File: src/rtl/fifo_read_arbiter.sv
// Round-robin, frame-aware arbiter that drains NUM_PORTS show-ahead FIFOs into one stream.
// A grant is held for a whole frame. A watchdog forces release after MAX_FRAME_WORDS beats.
module fifo_read_arbiter #(
  parameter int NUM_PORTS       = 4,
  parameter int DATA_WIDTH      = 9,
  parameter int MAX_FRAME_WORDS = 1518
) (
  input  logic                            clk,
  input  logic                            reset,
  input  logic [NUM_PORTS-1:0]            fifo_empty,
  input  logic [NUM_PORTS*DATA_WIDTH-1:0] fifo_data,
  output logic [NUM_PORTS-1:0]            fifo_read_enable,
  output logic [DATA_WIDTH-1:0]           out_data,
  output logic                            out_valid,
  input  logic                            out_ready,
  output logic [NUM_PORTS-1:0]            grant,
  output logic                            busy,
  output logic                            frame_error
);
  localparam int PTR_W = (NUM_PORTS > 1) ? $clog2(NUM_PORTS) : 1;
  localparam int CNT_W = $clog2(MAX_FRAME_WORDS + 1);

  typedef enum logic {IDLE, FORWARD} state_t;

  state_t                state, state_next;
  logic [NUM_PORTS-1:0]  grant_next;
  logic [PTR_W-1:0]      rr_ptr, rr_ptr_next;
  logic [PTR_W-1:0]      sel, winner;
  logic [PTR_W:0]        idx;
  logic                  found;
  logic [CNT_W-1:0]      word_cnt, word_cnt_next, cnt_inc;
  logic                  frame_error_next;
  logic [DATA_WIDTH-1:0] sel_data;
  logic                  accept;

  always_comb begin
    sel = '0;
    for (int i = 0; i < NUM_PORTS; i++) begin
      if (grant[i]) sel = PTR_W'(i);
    end
  end

  assign sel_data = fifo_data[sel*DATA_WIDTH +: DATA_WIDTH];

  // Search starts at rr_ptr and wraps, so the port that just finished is checked last.
  always_comb begin
    found  = 1'b0;
    winner = '0;
    idx    = '0;
    for (int k = 0; k < NUM_PORTS; k++) begin
      idx = {1'b0, rr_ptr} + (PTR_W+1)'(k);
      if (idx >= (PTR_W+1)'(NUM_PORTS)) idx = idx - (PTR_W+1)'(NUM_PORTS);
      if (!found && !fifo_empty[idx[PTR_W-1:0]]) begin
        found  = 1'b1;
        winner = idx[PTR_W-1:0];
      end
    end
  end

  always_comb begin
    state_next       = state;
    grant_next       = grant;
    rr_ptr_next      = rr_ptr;
    word_cnt_next    = word_cnt;
    frame_error_next = 1'b0;
    out_valid        = 1'b0;
    out_data         = '0;
    fifo_read_enable = '0;
    accept           = 1'b0;
    cnt_inc          = word_cnt + CNT_W'(1);
    case (state)
      IDLE: begin
        if (found) begin
          grant_next         = '0;
          grant_next[winner] = 1'b1;
          word_cnt_next      = '0;
          state_next         = FORWARD;
        end
      end
      FORWARD: begin
        out_valid             = !fifo_empty[sel];
        out_data              = sel_data;
        accept                = out_valid && out_ready;
        fifo_read_enable[sel] = accept;
        if (accept) begin
          word_cnt_next = cnt_inc;
          // A last flag on the limit beat is a clean frame end, not a watchdog hit.
          if (sel_data[DATA_WIDTH-1] || cnt_inc == CNT_W'(MAX_FRAME_WORDS)) begin
            state_next       = IDLE;
            grant_next       = '0;
            rr_ptr_next      = (sel == PTR_W'(NUM_PORTS-1)) ? '0 : sel + 1'b1;
            frame_error_next = !sel_data[DATA_WIDTH-1];
          end
        end
      end
      default: state_next = IDLE;
    endcase
  end

  always_ff @(posedge clk or posedge reset) begin
    if (reset) begin
      state       <= IDLE;
      grant       <= '0;
      rr_ptr      <= '0;
      word_cnt    <= '0;
      frame_error <= 1'b0;
    end else begin
      state       <= state_next;
      grant       <= grant_next;
      rr_ptr      <= rr_ptr_next;
      word_cnt    <= word_cnt_next;
      frame_error <= frame_error_next;
    end
  end

  assign busy = (state == FORWARD);

endmodule

File: config.mk
export PLATFORM = sky130hd
export DESIGN_NAME = fifo_read_arbiter
export DESIGN_NICKNAME = d
export VERILOG_FILES = /design/src/rtl/fifo_read_arbiter.sv
export SDC_FILE = /design/constraint.sdc
export NUM_CORES = 1
export LEC_CHECK = 0
export CAP_MARGIN = 20
export CORE_MARGIN = 2
export CORE_UTILIZATION = 33
export CTS_BUF_LIST = sky130_fd_sc_hd__clkbuf_8
export DETAILED_ROUTE_END_ITERATION = 8
export GPL_TIMING_DRIVEN = 0
export PLACE_DENSITY = 0.64
export SLEW_MARGIN = 20
export SYNTH_ARGS = -nofsm -noshare
export SYNTH_HDL_FRONTEND = slang
export SYNTH_SLANG_ARGS = --single-unit
File: constraint.sdc
create_clock -name clk -period 2 [get_ports clk]
set_input_delay 0.5 -clock clk [delete_from_list [all_inputs] [get_ports clk]]
set_output_delay 0.5 -clock clk [all_outputs]
set_load 0.01 [all_outputs]
==> impl_metrics.csv <==
group,metric,value,unit
die,core-area,4786,sq um
cells_and_area,seq_area,479.2,sq um
place,place_area,2364,sq um
drt,drtAntennaViolNets,0,
yosys,synth_edf_count,0,
flow_run,cap_violations,0,
timing,setup-violations-final,15,
cells_and_area,drive_gt1_frac,0.2886,
yosys,avgSynthCellArea,7.871,sq um
timing,fin_ws,-270.0,ps
drt,drtIter0Drc,68,
cells_and_area,final_cells,365,
yosys,synth_area,1653,sq um
yosys,ys_seq_area_frac,0.2877,
worst_setup_path,critPathSlowestCell,"dfrtp_2",
die,die_w,74.77,um
clock_network,cts-root-buf,"clkbuf_8",
worst_setup_path,start_kind,"register",
drt,wl_per_cell,14.93,um
drt,via_per_inst,5.178,
yosys,synth_cell_types,46,
worst_setup_path,cp_data_arrival_time,1770,ps
grt,grtUsageTotal,0.1913,
timing,finalHoldViolations,0,
timing,drv_slew,0,
yosys,synth_seq_cells,19,
yosys,synth_cells,210,
clock_network,cts_tree,"done",
die,io_pins,63,
clock_network,clock-sinks,19,
place,post-place-cells,339,
grt,overflow,0,
worst_setup_path,reg2reg_slack,0,ps
die,rows,25,
clock_network,path_clk_slew,80,ps
drt,via_count,1890,
die,initial_core_util,0.3454,
place,place.gp.congestion,0.7835,
worst_setup_path,max_stage_delay,450,ps
timing,max_freq,440.5,MHz
cells_and_area,antenna_cells,0,
clock_network,cts_buffers,3,
cells_and_area,fillers,442,
die,die-area,5591,sq um
clock_network,clk_latency,270,ps
yosys,async_flop_share,1.000,
place,io_buffer_count,62,
grt,grt_max_degree,20,
timing,fin_worst_skew,3.581,ps
power_and_ir_drop,ir_worst_vdd,530.3,uV
grt,grt_pass1_vias,1739,
die,die_y,74.77,um
cells_and_area,multi_input_area,1211,sq um
worst_setup_path,path_cells,"buf_6 -> mux2i_2 -> a221oi_2 -> nor2b_2 -> and3_1 -> buf_6",
worst_setup_path,end_kind,"primary output",
cells_and_area,num-nets-final,348,
timing,max_slew.worst_pin.slew,750.9,ps
grt,grt_antenna_before_repair,0,
run_status,violations,"negative setup slack",
worst_setup_path,cpMostUsedCell,"buf_6",
timing,rsz0062_at_grt,"true",
min_path,holdCritPathClass,"register to register",
yosys,synth_nets,259,
grt,grt_pass1_wl,8238,um
cells_and_area,syn_to_final_growth,65.86,%
timing,period_needed,2270,ps
power_and_ir_drop,cellPowerDensity,1117,nW/um^2
timing,tns,-2466,ps
timing,fin_crit_sh,1.135,
timing,slew-limit-headroom,0.4988,
clock_network,cts_buffer_depth,2,
clock_network,holdBufCountCts,0,
worst_setup_path,crit_fanout,6,
cells_and_area,finalInstanceArea,2741,sq um
place,dpl.hpwl,3755,um
drt,routed_wl,5451,um
yosys,yosysWarnings,0,
yosys,synth_flop_cell,"dfrtp_1",
drt,first_pass_iters,4,
worst_setup_path,crit_type,"register to primary output",
power_and_ir_drop,leakage,1.208,nW
worst_setup_path,critPathRequiredTime,1500,ps
run_status,outcome,"finished with violations",
drt,drc,0,
clock_network,htree_levels,1,
==> path summary, 6_finish.rpt <==
path / start / endpoint / cells after the start
max in group asynchronous: reset / word_cnt[0] / 2
min reg2reg: word_cnt[10] / word_cnt[10] / 1
min: word_cnt[10] / word_cnt[10] / 1
max: grant[1] / fifo_read_enable[2] / 6
max reg2reg: word_cnt[5] / rr_ptr[1] / 6
min in group asynchronous: reset / word_cnt[2] / 2
==> stage by stage <==
step | hold slack (ps) | total power, mW | utilization | worst slack (ps)
after CTS | 527.7 | 2.792 | 0.5339 | -199.5
after global placement | 504.3 | 2.288 | 0.4939 | -883.7
after detailed placement | 517.3 | 2.288 | 0.4939 | -886.6
after floorplan | 451.1 | 1.544 | - | 22.66
final | 527.7 | 3.062 | 0.5728 | -270.0
after global routing | 563.2 | 3.282 | 0.5728 | -295.5
==> report_power, final <==
group	leakage [nW]	internal, mW	switching, mW
registers	0.247	0.469	0.0992
logic	0.935	1.16	1.05
clock network	0.0255	0.139	0.149
==> Yosys cell counts, types with 3 or more instances <==
| cell | instances | area [sq um] |
|---|---|---|
| a21oi_1 | 12 | 60.06 |
| and2_1 | 10 | 62.56 |
| and3_1 | 5 | 31.28 |
| buf_2 | 8 | 40.04 |
| dfrtp_1 | 19 | 475.5 |
| ha_1 | 6 | 75.07 |
| inv_1 | 8 | 30.03 |
| mux2i_1 | 12 | 120.1 |
| nand2_1 | 21 | 78.83 |
| nand3_1 | 10 | 50.05 |
| nor2_1 | 17 | 63.81 |
| nor2b_1 | 5 | 31.28 |
| nor3b_1 | 3 | 22.52 |
| o21a_1 | 3 | 22.52 |
| o21ai_0 | 23 | 115.1 |
| o21ai_1 | 5 | 25.02 |
| o31ai_1 | 7 | 52.55 |
==> registers in the layout, summed over array words and instances, names as in the netlist <==
name         flops
word_cnt        11
grant            4
rr_ptr           2
busy             1
frame_error      1
==> final cells by class <==
type | instances | area share
Clock inverter | 1 | 0.001826
Inverter | 10 | 0.01369
Clock buffer | 3 | 0.01506
Sequential cell | 19 | 0.1748
Buffer | 12 | 0.04016
Timing Repair Buffer | 84 | 0.2821
Tap cell | 67 | 0.03058
Multi-Input combinational cell | 169 | 0.4418
==> logic make-up (layout without fill, tap and decap cells) <==
| group | Yosys count | count (layout) | share of synthesized area |
|---|---|---|---|
| AND/OR/NAND/NOR | 85 | 85 | 0.2718 |
| adder cells (fa/ha/maj) | 6 | 6 | 0.04542 |
| multiplexers | 14 | 14 | 0.09084 |
| flip-flops | 19 | 19 | 0.2877 |
| AO/OA/AOI/OAI | 64 | 64 | 0.2438 |
| buffers and inverters | 22 | 110 | 0.06056 |
==> worst max-delay path, delay by kind of cell (launching register included) <==
family,cells,cell delay [ps]
flip-flops,1,450
AO/OA/AOI/OAI,1,340
AND/OR/NAND/NOR,2,310
buffers and inverters,2,250
multiplexers,1,140
==> cell usage in the layout, fill, tap and decap left out, drive strengths merged, types with 2 or more instances in the layout <==
| master | Yosys | layout |
|---|---|---|
| buf | 10 | 46 |
| clkdlybuf4s50 | 0 | 38 |
| o21ai | 28 | 28 |
| nand2 | 21 | 21 |
| dfrtp | 19 | 19 |
| nor2 | 17 | 17 |
| a21oi | 12 | 12 |
| mux2i | 12 | 12 |
| and2 | 11 | 11 |
| nand3 | 10 | 10 |
| dlygate4sd2 | 0 | 10 |
| inv | 10 | 10 |
| o31ai | 7 | 7 |
| ha | 6 | 6 |
| and3 | 5 | 5 |
| nor2b | 5 | 5 |
| clkbuf | 2 | 5 |
| o21a | 3 | 3 |
| nor3b | 3 | 3 |
| a31oi | 3 | 3 |
| nand2b | 2 | 2 |
| o211a | 2 | 2 |
| o221ai | 2 | 2 |
| mux2 | 2 | 2 |
| nand4 | 2 | 2 |
| nor3 | 2 | 2 |
| a21boi | 2 | 2 |
==> layer usage <==
metal	wire length (um)	part of all wire	vias to the layer above	GRT usage
met3	280	0.051	11	0.05087
li1	-	-	931	-
met5	0	0	-	0
met1	2269	0.42	882	0.2377
met2	2801	0.51	66	0.3304
met4	100	0.018	0	0.04762
==> timing repair <==
| item | in CTS | in global routing |
|---|---|---|
| pin swaps | 9 | 14 |
| gates resized for setup | 108 | 36 |
| endpoints found under the setup margin | 32 | 32 |
| setup buffers | 12 | 9 |
| gates cloned | 1 | 0 |
No activity file was read; power rests on OpenSTA's default activity.
